--- src/rtl/icache_fetch_responder_pkg.sv ---
// Shared definitions for the instruction-fetch responder: FSM encoding,
// architectural vectors and address-field width helpers.
package icache_fetch_responder_pkg;

    typedef enum logic [1:0] {
        IDLE    = 2'd0,
        REFILL  = 2'd1,
        RESPOND = 2'd2
    } fetch_state_e;

    localparam logic [31:0] EXC_VECTOR   = 32'h8000_0080;
    localparam logic [31:0] RESET_VECTOR = 32'hBFC0_0000;

    function automatic int offset_width(input int words);
        return $clog2(words);
    endfunction

    function automatic int index_width(input int lines);
        return $clog2(lines);
    endfunction

    // Tag covers the word address (30 bits) above index and offset.
    function automatic int tag_width(input int lines, input int words);
        return 30 - $clog2(lines) - $clog2(words);
    endfunction

endpackage

--- src/rtl/icache_store.sv ---
// Tag/valid/data storage for the direct-mapped instruction cache:
// one combinational read port, one word write port, a line-fill port and a global clear.
module icache_store
    import icache_fetch_responder_pkg::*;
#(
    parameter int LINES = 16,
    parameter int WORDS = 4,
    parameter int IDX_W = index_width(LINES),
    parameter int OFF_W = offset_width(WORDS),
    parameter int TAG_W = tag_width(LINES, WORDS)
) (
    input  logic             clk,
    input  logic             rst_n,
    input  logic [IDX_W-1:0] rd_index,
    input  logic [OFF_W-1:0] rd_offset,
    output logic [31:0]      rd_data,
    output logic [TAG_W-1:0] rd_tag,
    output logic             rd_valid,
    input  logic             wr_en,
    input  logic [IDX_W-1:0] wr_index,
    input  logic [OFF_W-1:0] wr_offset,
    input  logic [31:0]      wr_data,
    input  logic             fill_en,
    input  logic [IDX_W-1:0] fill_index,
    input  logic [TAG_W-1:0] fill_tag,
    input  logic             clear_all
);

    logic [31:0]      data_mem [0:LINES*WORDS-1];
    logic [TAG_W-1:0] tag_mem  [0:LINES-1];
    logic [LINES-1:0] valid_q;

    always_ff @(posedge clk) begin
        if (wr_en) begin
            data_mem[{wr_index, wr_offset}] <= wr_data;
        end
    end

    always_ff @(posedge clk or negedge rst_n) begin
        if (!rst_n) begin
            for (int i = 0; i < LINES; i++) begin
                tag_mem[i] <= '0;
            end
        end else if (fill_en) begin
            tag_mem[fill_index] <= fill_tag;
        end
    end

    // A fill completing in the same cycle as a clear still leaves its line valid.
    always_ff @(posedge clk or negedge rst_n) begin
        if (!rst_n) begin
            valid_q <= '0;
        end else begin
            if (clear_all) begin
                valid_q <= '0;
            end
            if (fill_en) begin
                valid_q[fill_index] <= 1'b1;
            end
        end
    end

    assign rd_data  = data_mem[{rd_index, rd_offset}];
    assign rd_tag   = tag_mem[rd_index];
    assign rd_valid = valid_q[rd_index];

endmodule

--- src/rtl/icache_fetch_responder.sv ---
// Fetch-side responder: direct-mapped read-only I-cache with whole-line refill
// over a single-outstanding memory bus, one instruction per cycle on hits.
module icache_fetch_responder
    import icache_fetch_responder_pkg::*;
#(
    parameter int          LINES    = 16,
    parameter int          WORDS    = 4,
    parameter logic [31:0] RESET_PC = 32'hBFC0_0000
) (
    input  logic        clk,
    input  logic        rst_n,
    input  logic        req_valid,
    input  logic [31:0] req_addr,
    output logic        req_ready,
    input  logic        flush,
    input  logic        inv,
    output logic        resp_valid,
    output logic [31:0] resp_inst,
    output logic [31:0] resp_addr,
    output logic        mem_req,
    output logic [31:0] mem_addr,
    input  logic        mem_ack,
    input  logic [31:0] mem_rdata
);

    localparam int OFF_W = offset_width(WORDS);
    localparam int IDX_W = index_width(LINES);
    localparam int TAG_W = tag_width(LINES, WORDS);
    localparam logic [OFF_W-1:0] LAST_K = OFF_W'(WORDS - 1);
    localparam logic [29:0] unused_reset_word = RESET_PC[31:2];

    fetch_state_e     state_q, state_d;
    logic [29:0]      waddr_q, waddr_d;
    logic [OFF_W-1:0] k_q, k_d;
    logic             drop_q, drop_d;
    logic             pending_q, pending_d;
    logic [31:0]      stage_inst_q, stage_inst_d;
    logic [31:0]      stage_addr_q, stage_addr_d;
    logic [31:0]      hold_inst_q, hold_addr_q;

    logic [29:0]      look_word;
    logic [31:0]      rd_data;
    logic [TAG_W-1:0] rd_tag;
    logic             rd_valid;
    logic             hit;
    logic             accept;
    logic             ack_now;
    logic             last_ack;
    logic             unused_bits;

    assign unused_bits = ^{req_addr[1:0], unused_reset_word};

    // In IDLE the lookup uses the incoming address; elsewhere it reads the
    // line being refilled, so the requested word can be returned at RESPOND.
    assign look_word = (state_q == IDLE) ? req_addr[31:2] : waddr_q;
    assign hit       = rd_valid && (rd_tag == look_word[29 -: TAG_W]);
    assign req_ready = (state_q == IDLE);
    assign accept    = req_valid && req_ready;
    assign ack_now   = (state_q == REFILL) && mem_ack;
    assign last_ack  = ack_now && (k_q == LAST_K);

    icache_store #(
        .LINES(LINES),
        .WORDS(WORDS),
        .IDX_W(IDX_W),
        .OFF_W(OFF_W),
        .TAG_W(TAG_W)
    ) u_store (
        .clk       (clk),
        .rst_n     (rst_n),
        .rd_index  (look_word[OFF_W +: IDX_W]),
        .rd_offset (look_word[OFF_W-1:0]),
        .rd_data   (rd_data),
        .rd_tag    (rd_tag),
        .rd_valid  (rd_valid),
        .wr_en     (ack_now),
        .wr_index  (waddr_q[OFF_W +: IDX_W]),
        .wr_offset (k_q),
        .wr_data   (mem_rdata),
        .fill_en   (last_ack),
        .fill_index(waddr_q[OFF_W +: IDX_W]),
        .fill_tag  (waddr_q[29 -: TAG_W]),
        .clear_all (inv)
    );

    always_comb begin
        state_d      = state_q;
        waddr_d      = waddr_q;
        k_d          = k_q;
        drop_d       = drop_q;
        pending_d    = 1'b0;
        stage_inst_d = stage_inst_q;
        stage_addr_d = stage_addr_q;
        case (state_q)
            IDLE: begin
                if (accept) begin
                    waddr_d = req_addr[31:2];
                    if (hit) begin
                        pending_d    = 1'b1;
                        stage_inst_d = rd_data;
                        stage_addr_d = {req_addr[31:2], 2'b00};
                    end else begin
                        state_d = REFILL;
                        k_d     = '0;
                        drop_d  = 1'b0;
                    end
                end
            end
            REFILL: begin
                if (flush) begin
                    drop_d = 1'b1;
                end
                if (ack_now) begin
                    k_d = k_q + OFF_W'(1);
                end
                if (last_ack) begin
                    state_d = RESPOND;
                    if (!(drop_q || flush)) begin
                        pending_d    = 1'b1;
                        // Requested word may be arriving right now rather than stored.
                        stage_inst_d = (waddr_q[OFF_W-1:0] == k_q) ? mem_rdata : rd_data;
                        stage_addr_d = {waddr_q, 2'b00};
                    end
                end
            end
            RESPOND: begin
                state_d = IDLE;
            end
            default: begin
                state_d = IDLE;
            end
        endcase
    end

    always_ff @(posedge clk or negedge rst_n) begin
        if (!rst_n) begin
            state_q      <= IDLE;
            waddr_q      <= '0;
            k_q          <= '0;
            drop_q       <= 1'b0;
            pending_q    <= 1'b0;
            stage_inst_q <= '0;
            stage_addr_q <= '0;
            hold_inst_q  <= '0;
            hold_addr_q  <= '0;
        end else begin
            state_q      <= state_d;
            waddr_q      <= waddr_d;
            k_q          <= k_d;
            drop_q       <= drop_d;
            pending_q    <= pending_d;
            stage_inst_q <= stage_inst_d;
            stage_addr_q <= stage_addr_d;
            if (resp_valid) begin
                hold_inst_q <= stage_inst_q;
                hold_addr_q <= stage_addr_q;
            end
        end
    end

    // A flush in the response cycle kills that response; the data outputs then
    // keep showing the last delivered instruction.
    assign resp_valid = pending_q && !flush;
    assign resp_inst  = resp_valid ? stage_inst_q : hold_inst_q;
    assign resp_addr  = resp_valid ? stage_addr_q : hold_addr_q;

    assign mem_req  = (state_q == REFILL);
    assign mem_addr = mem_req ? {waddr_q[29:OFF_W], k_q, 2'b00} : '0;

endmodule

--- config.mk ---
export PLATFORM = sky130hd
export DESIGN_NAME = icache_fetch_responder
export DESIGN_NICKNAME = d
export VERILOG_FILES = /design/src/rtl/icache_fetch_responder_pkg.sv /design/src/rtl/icache_store.sv /design/src/rtl/icache_fetch_responder.sv
export SDC_FILE = /design/constraint.sdc
export NUM_CORES = 2
export LEC_CHECK = 0
export ABC_AREA = 1
export ABC_CLOCK_PERIOD_IN_PS = 8300
export BUFFER_PORTS_ARGS = -buffer_cell sky130_fd_sc_hd__buf_2
export CORE_ASPECT_RATIO = 2
export CORE_UTILIZATION = 42
export DETAILED_ROUTE_END_ITERATION = 8
export GPL_TIMING_DRIVEN = 1
export PLACE_DENSITY = 0.64
export SLEW_MARGIN = 25
export SYNTH_ARGS = -nofsm -noshare
export SYNTH_HDL_FRONTEND = slang
export SYNTH_HIERARCHICAL = 1
export SYNTH_SLANG_ARGS = --single-unit
--- constraint.sdc ---
create_clock -name clk -period 8.3 [get_ports clk]
set_input_delay 1.66 -clock clk [delete_from_list [all_inputs] [get_ports clk]]
set_output_delay 1.66 -clock clk [all_outputs]
set_load 0.05 [all_outputs]
==> key figures <==
Synthesis
  • Post-synthesis sequential area ratio: 0.698
  • Ys Warns: 6
  • Avg Inst Size Synth: 10.9 um2
  • Post-synth cell types: 36
  • Synth Area in Simple Gates: 0.219
  • Post-synthesis cell count: 9935
  • Main combinational cell family by area after synthesis: simple AND/OR/NAND/NOR gates
  • Mux share of post-synthesis cell area: 0.00333
  • XOR/XNOR Fraction of Synth Area: 0.000162
  • Flops & latches, synth: 2610
  • Post-Synth Adder-Cell Area: 0.000116
  • Synth Area in Compound Gates: 0.0416
  • Post-synthesis cell area: 108000 um2

Clock network
  • Hold_buf cts: 0
  • Setup Buffers After CTS: 0
  • Cts bufs inserted: 217
  • # resized after CTS: 0
  • CTS tree: yes
  • Max clock buf depth: 4
  • Clk Latency, worst-skew pair: 0.88 ns
  • CTS root buf: clkbuf_16
  • CTS H-tree depth: 4
  • Reg clk slew, reported paths: 0.07 ns
  • CTS sink cnt: 2610

Placement
  • Post-DP Area: 112000 um2
  • PortBufs: 164
  • RePlAce Congestion: 0.903
  • DP HPWL: 186000 um

Finish
  • Share of layout cells above drive strength 1: 0.0805
  • Area grow syn2layout: 10.1%
  • Fin area: 119000 um2
  • Nets@finish: 9888
  • Storage cell area: 75600 um2
  • Area of the multi-input gates: 29200 um2
  • Fillers: 22869

STA
  • Actual slew at the worst max-slew pin: 1.10 ns
  • Fmax: 172 MHz
  • Setup tns final: 0 ns
  • Slew Viols, Final: 0
  • Endpoints failing setup: 0
  • RSZ-0062 raised after global routing: no
  • Worst slew margin: 0.270
  • Max Clock Skew: 0.0944 ns
  • Crit share post-route: 0.701
  • Final min period: 5.82 ns
  • Fin. Hold Viols: 0

Critical path
  • Sum of buffers and inverters on the critical path: 4
  • Setup crit start: state_q[0]$_DFFE_PN0P_
  • Critical path cell sequence: nor2_4, buf_4, nand2_1, o21ai_4, buf_12, buf_12, buf_16, nand2_1, nand3_1, nand3_1, nand3_1, nand2_1, nand2_1, nand3_1, nand2_1, mux2_2, nand3_1, nand2_1
  • Reg2Reg Launch Point: state_q[0]$_DFFE_PN0P_
  • Required time worst endpoint: 9.08 ns
  • Largest stage delay on the critical path: 0.67 ns
  • Largest delay share family, worst path: simple AND/OR/NAND/NOR gates
  • Cells on worst reg2reg path: 18
  • Crit path launch type: flop
  • WS Path Type: reg2reg
  • Flop2flop setup slack: 2.48 ns
  • Crit Path Max Fanout: 162
  • Levels on crit path: 18
  • Crit. End Element: flop
  • Cell repeated most along the worst path: nand2_1
  • Worst Path Arrival: 6.60 ns
  • Slowest-stage cell, CP: nand3_1

GRT
  • Grt ovf: 0
  • All-Layer GR Usage: 0.246
  • Global-route wire length before repair: 479000 um
  • Largest net degree at the start of global routing: 219
  • Vias in the first global route: 74789
  • Antenna violations before repair: 12

Min path
  • Hold/Removal Path Class: reg2reg
  • Cell count of the worst hold path: 2
  • Hold_sp: hold_addr_q[27]$_DFF_PN0_

Floorplanning
  • Core footprint: 256000 um2
  • Die X: 361 um
  • Starting Density: 0.422
  • Die span in y: 720 um
  • Rows: 263
  • IO Count: 169
  • Die footprint: 260000 um2

Power and ir drop
  • Final Total Pwr: 45900 uW
  • Pwr/cell area: 386 nW/um2
  • Leakage power: 0.0449 uW
  • Peak supply drop: 0.000445 V

Job
  • Max-cap violations: 0

Detailed routing
  • DR iter-0 viols: 7759
  • WL per Instance: 24.5 um
  • DR pass1 iterations: 8
  • Remaining DRCs: 0
  • Vias per cell: 5.73
  • ANT nets after route: 0
  • Via count: 76334
  • WL final: 326000 um

Run status
  • Status: complete, no violations
tightest hold or removal path, cell delays in order (launching register included):
cell	delay, ns
dfrtp_1	0.32
nand2_1	0.05
nand2_1	0.07
registers in the layout, indices dropped and copies added, names as in the netlist:
| register | cells |
|---|---|
| u_store/data_mem | 2048 |
| u_store/tag_mem | 384 |
| hold_addr_q | 32 |
| hold_inst_q | 32 |
| stage_inst_q | 32 |
| stage_addr_q | 30 |
| waddr_q | 30 |
| u_store/valid_q | 16 |
| k_q | 2 |
| state_q | 2 |
| drop_q | 1 |
| pending_q | 1 |
cell usage in the layout, fill, tap and decap left out, types with 3 or more instances in the layout:
cell type,instances
a21oi_1,29
buf_12,24
buf_2,163
buf_4,171
bufinv_16,18
clkbuf_1,47
clkbuf_16,220
clkbuf_8,6
clkinv_1,43
clkinv_2,37
clkinv_4,6
clkinv_8,3
clkinvlp_4,8
dfrtp_1,562
diode_2,7
edfxtp_1,2048
inv_1,157
inv_2,5
inv_6,5
inv_8,3
mux2_2,32
nand2_1,3183
nand2_2,7
nand2_4,4
nand3_1,2076
nand3_2,6
nand4_1,11
nor2_1,236
nor2_2,3
nor2_4,59
nor4_2,8
o211ai_1,46
o21ai_0,637
o21ai_1,10
o21ai_4,6
o21bai_1,20
o221ai_1,52
o22ai_1,22
logic make-up (layout without fill, tap and decap cells):
| family | Yosys count | after routing |
|---|---|---|
| DFF | 2610 | 2610 |
| and+or+nand+nor | 5598 | 5598 |
| muxes | 32 | 32 |
| other | 1 | 9 |
| xor gates and xnor gates | 2 | 2 |
| AOI/OAI and AO/OA | 823 | 823 |
| adders and majority gates | 1 | 1 |
| buffers and inverters | 868 | 924 |
report_power, final:
part | switching (uW) | total (uW) | internal, uW
sequential | 698 | 16000 | 15300
combinational | 14800 | 19800 | 5060
clock | 4670 | 10200 | 5490
layer usage:
layer | track usage | vias up | share of wire
li1 | - | 34230 | -
met1 | 0.273 | 37793 | 0.35
met2 | 0.432 | 3451 | 0.50
met3 | 0.0252 | 852 | 0.067
met4 | 0.191 | 8 | 0.088
met5 | 0 | - | 0.00013
worst paths after layout:
check	end
setup / recovery	stage_inst_q[25]$_DFFE_PN0P_
max in group asynchronous	u_store/valid_q[3]$_DFF_PN0_
min in group asynchronous	u_store/tag_mem[274]$_DFFE_PN0P_
setup reg to reg	stage_inst_q[25]$_DFFE_PN0P_
hold reg to reg	hold_addr_q[27]$_DFF_PN0_
hold / removal	hold_addr_q[27]$_DFF_PN0_
stage by stage:
| stage | worst slack [ns] | hold slack (ns) | utilization | instances |
|---|---|---|---|---|
| after global placement | 1.96 | 0.457 | 0.438 | 12909 |
| after global routing | 2.34 | 0.492 | 0.465 | 13308 |
| final | 2.48 | 0.473 | 0.465 | 13311 |
| after CTS | 2.73 | 0.475 | 0.465 | 13303 |
| after floorplan | 2.35 | 0.445 | - | 9936 |
| after detailed placement | 1.98 | 0.460 | 0.438 | 12909 |
layout make-up:
type,instances,area share
diodes,7,0.000147
clock buffers,273,0.0484
clock inverters,121,0.00943
inverters,169,0.00569
multi-input cells,6458,0.245
flip-flops and latches,2610,0.634
well taps,3312,0.0348
repair buffers,361,0.0221
cell usage after synthesis (all sizes together):
cell type  instances  area share
o21ai            653       0.030
buf              450       0.023
mux2              32      0.0033
clkinv             1    0.000035
nor3               3     0.00023
o21bai            20      0.0014
nand3b             1    0.000069
xnor2              2     0.00016
nand3           2082       0.096
clkbuf           249      0.0086
ha                 1     0.00012
nor2             298       0.010
nand2           3194        0.11
nand4             11     0.00064
a21oi             29      0.0013
nor2b              1    0.000058
dfrtp            562        0.13
o221ai            52      0.0042
conb               1    0.000035
o22ai             22      0.0013
inv              168      0.0058
edfxtp          2048        0.57
nor4               8     0.00046
a21o               1    0.000069
o211ai            46      0.0032
(Power assumes the default switching activity.)
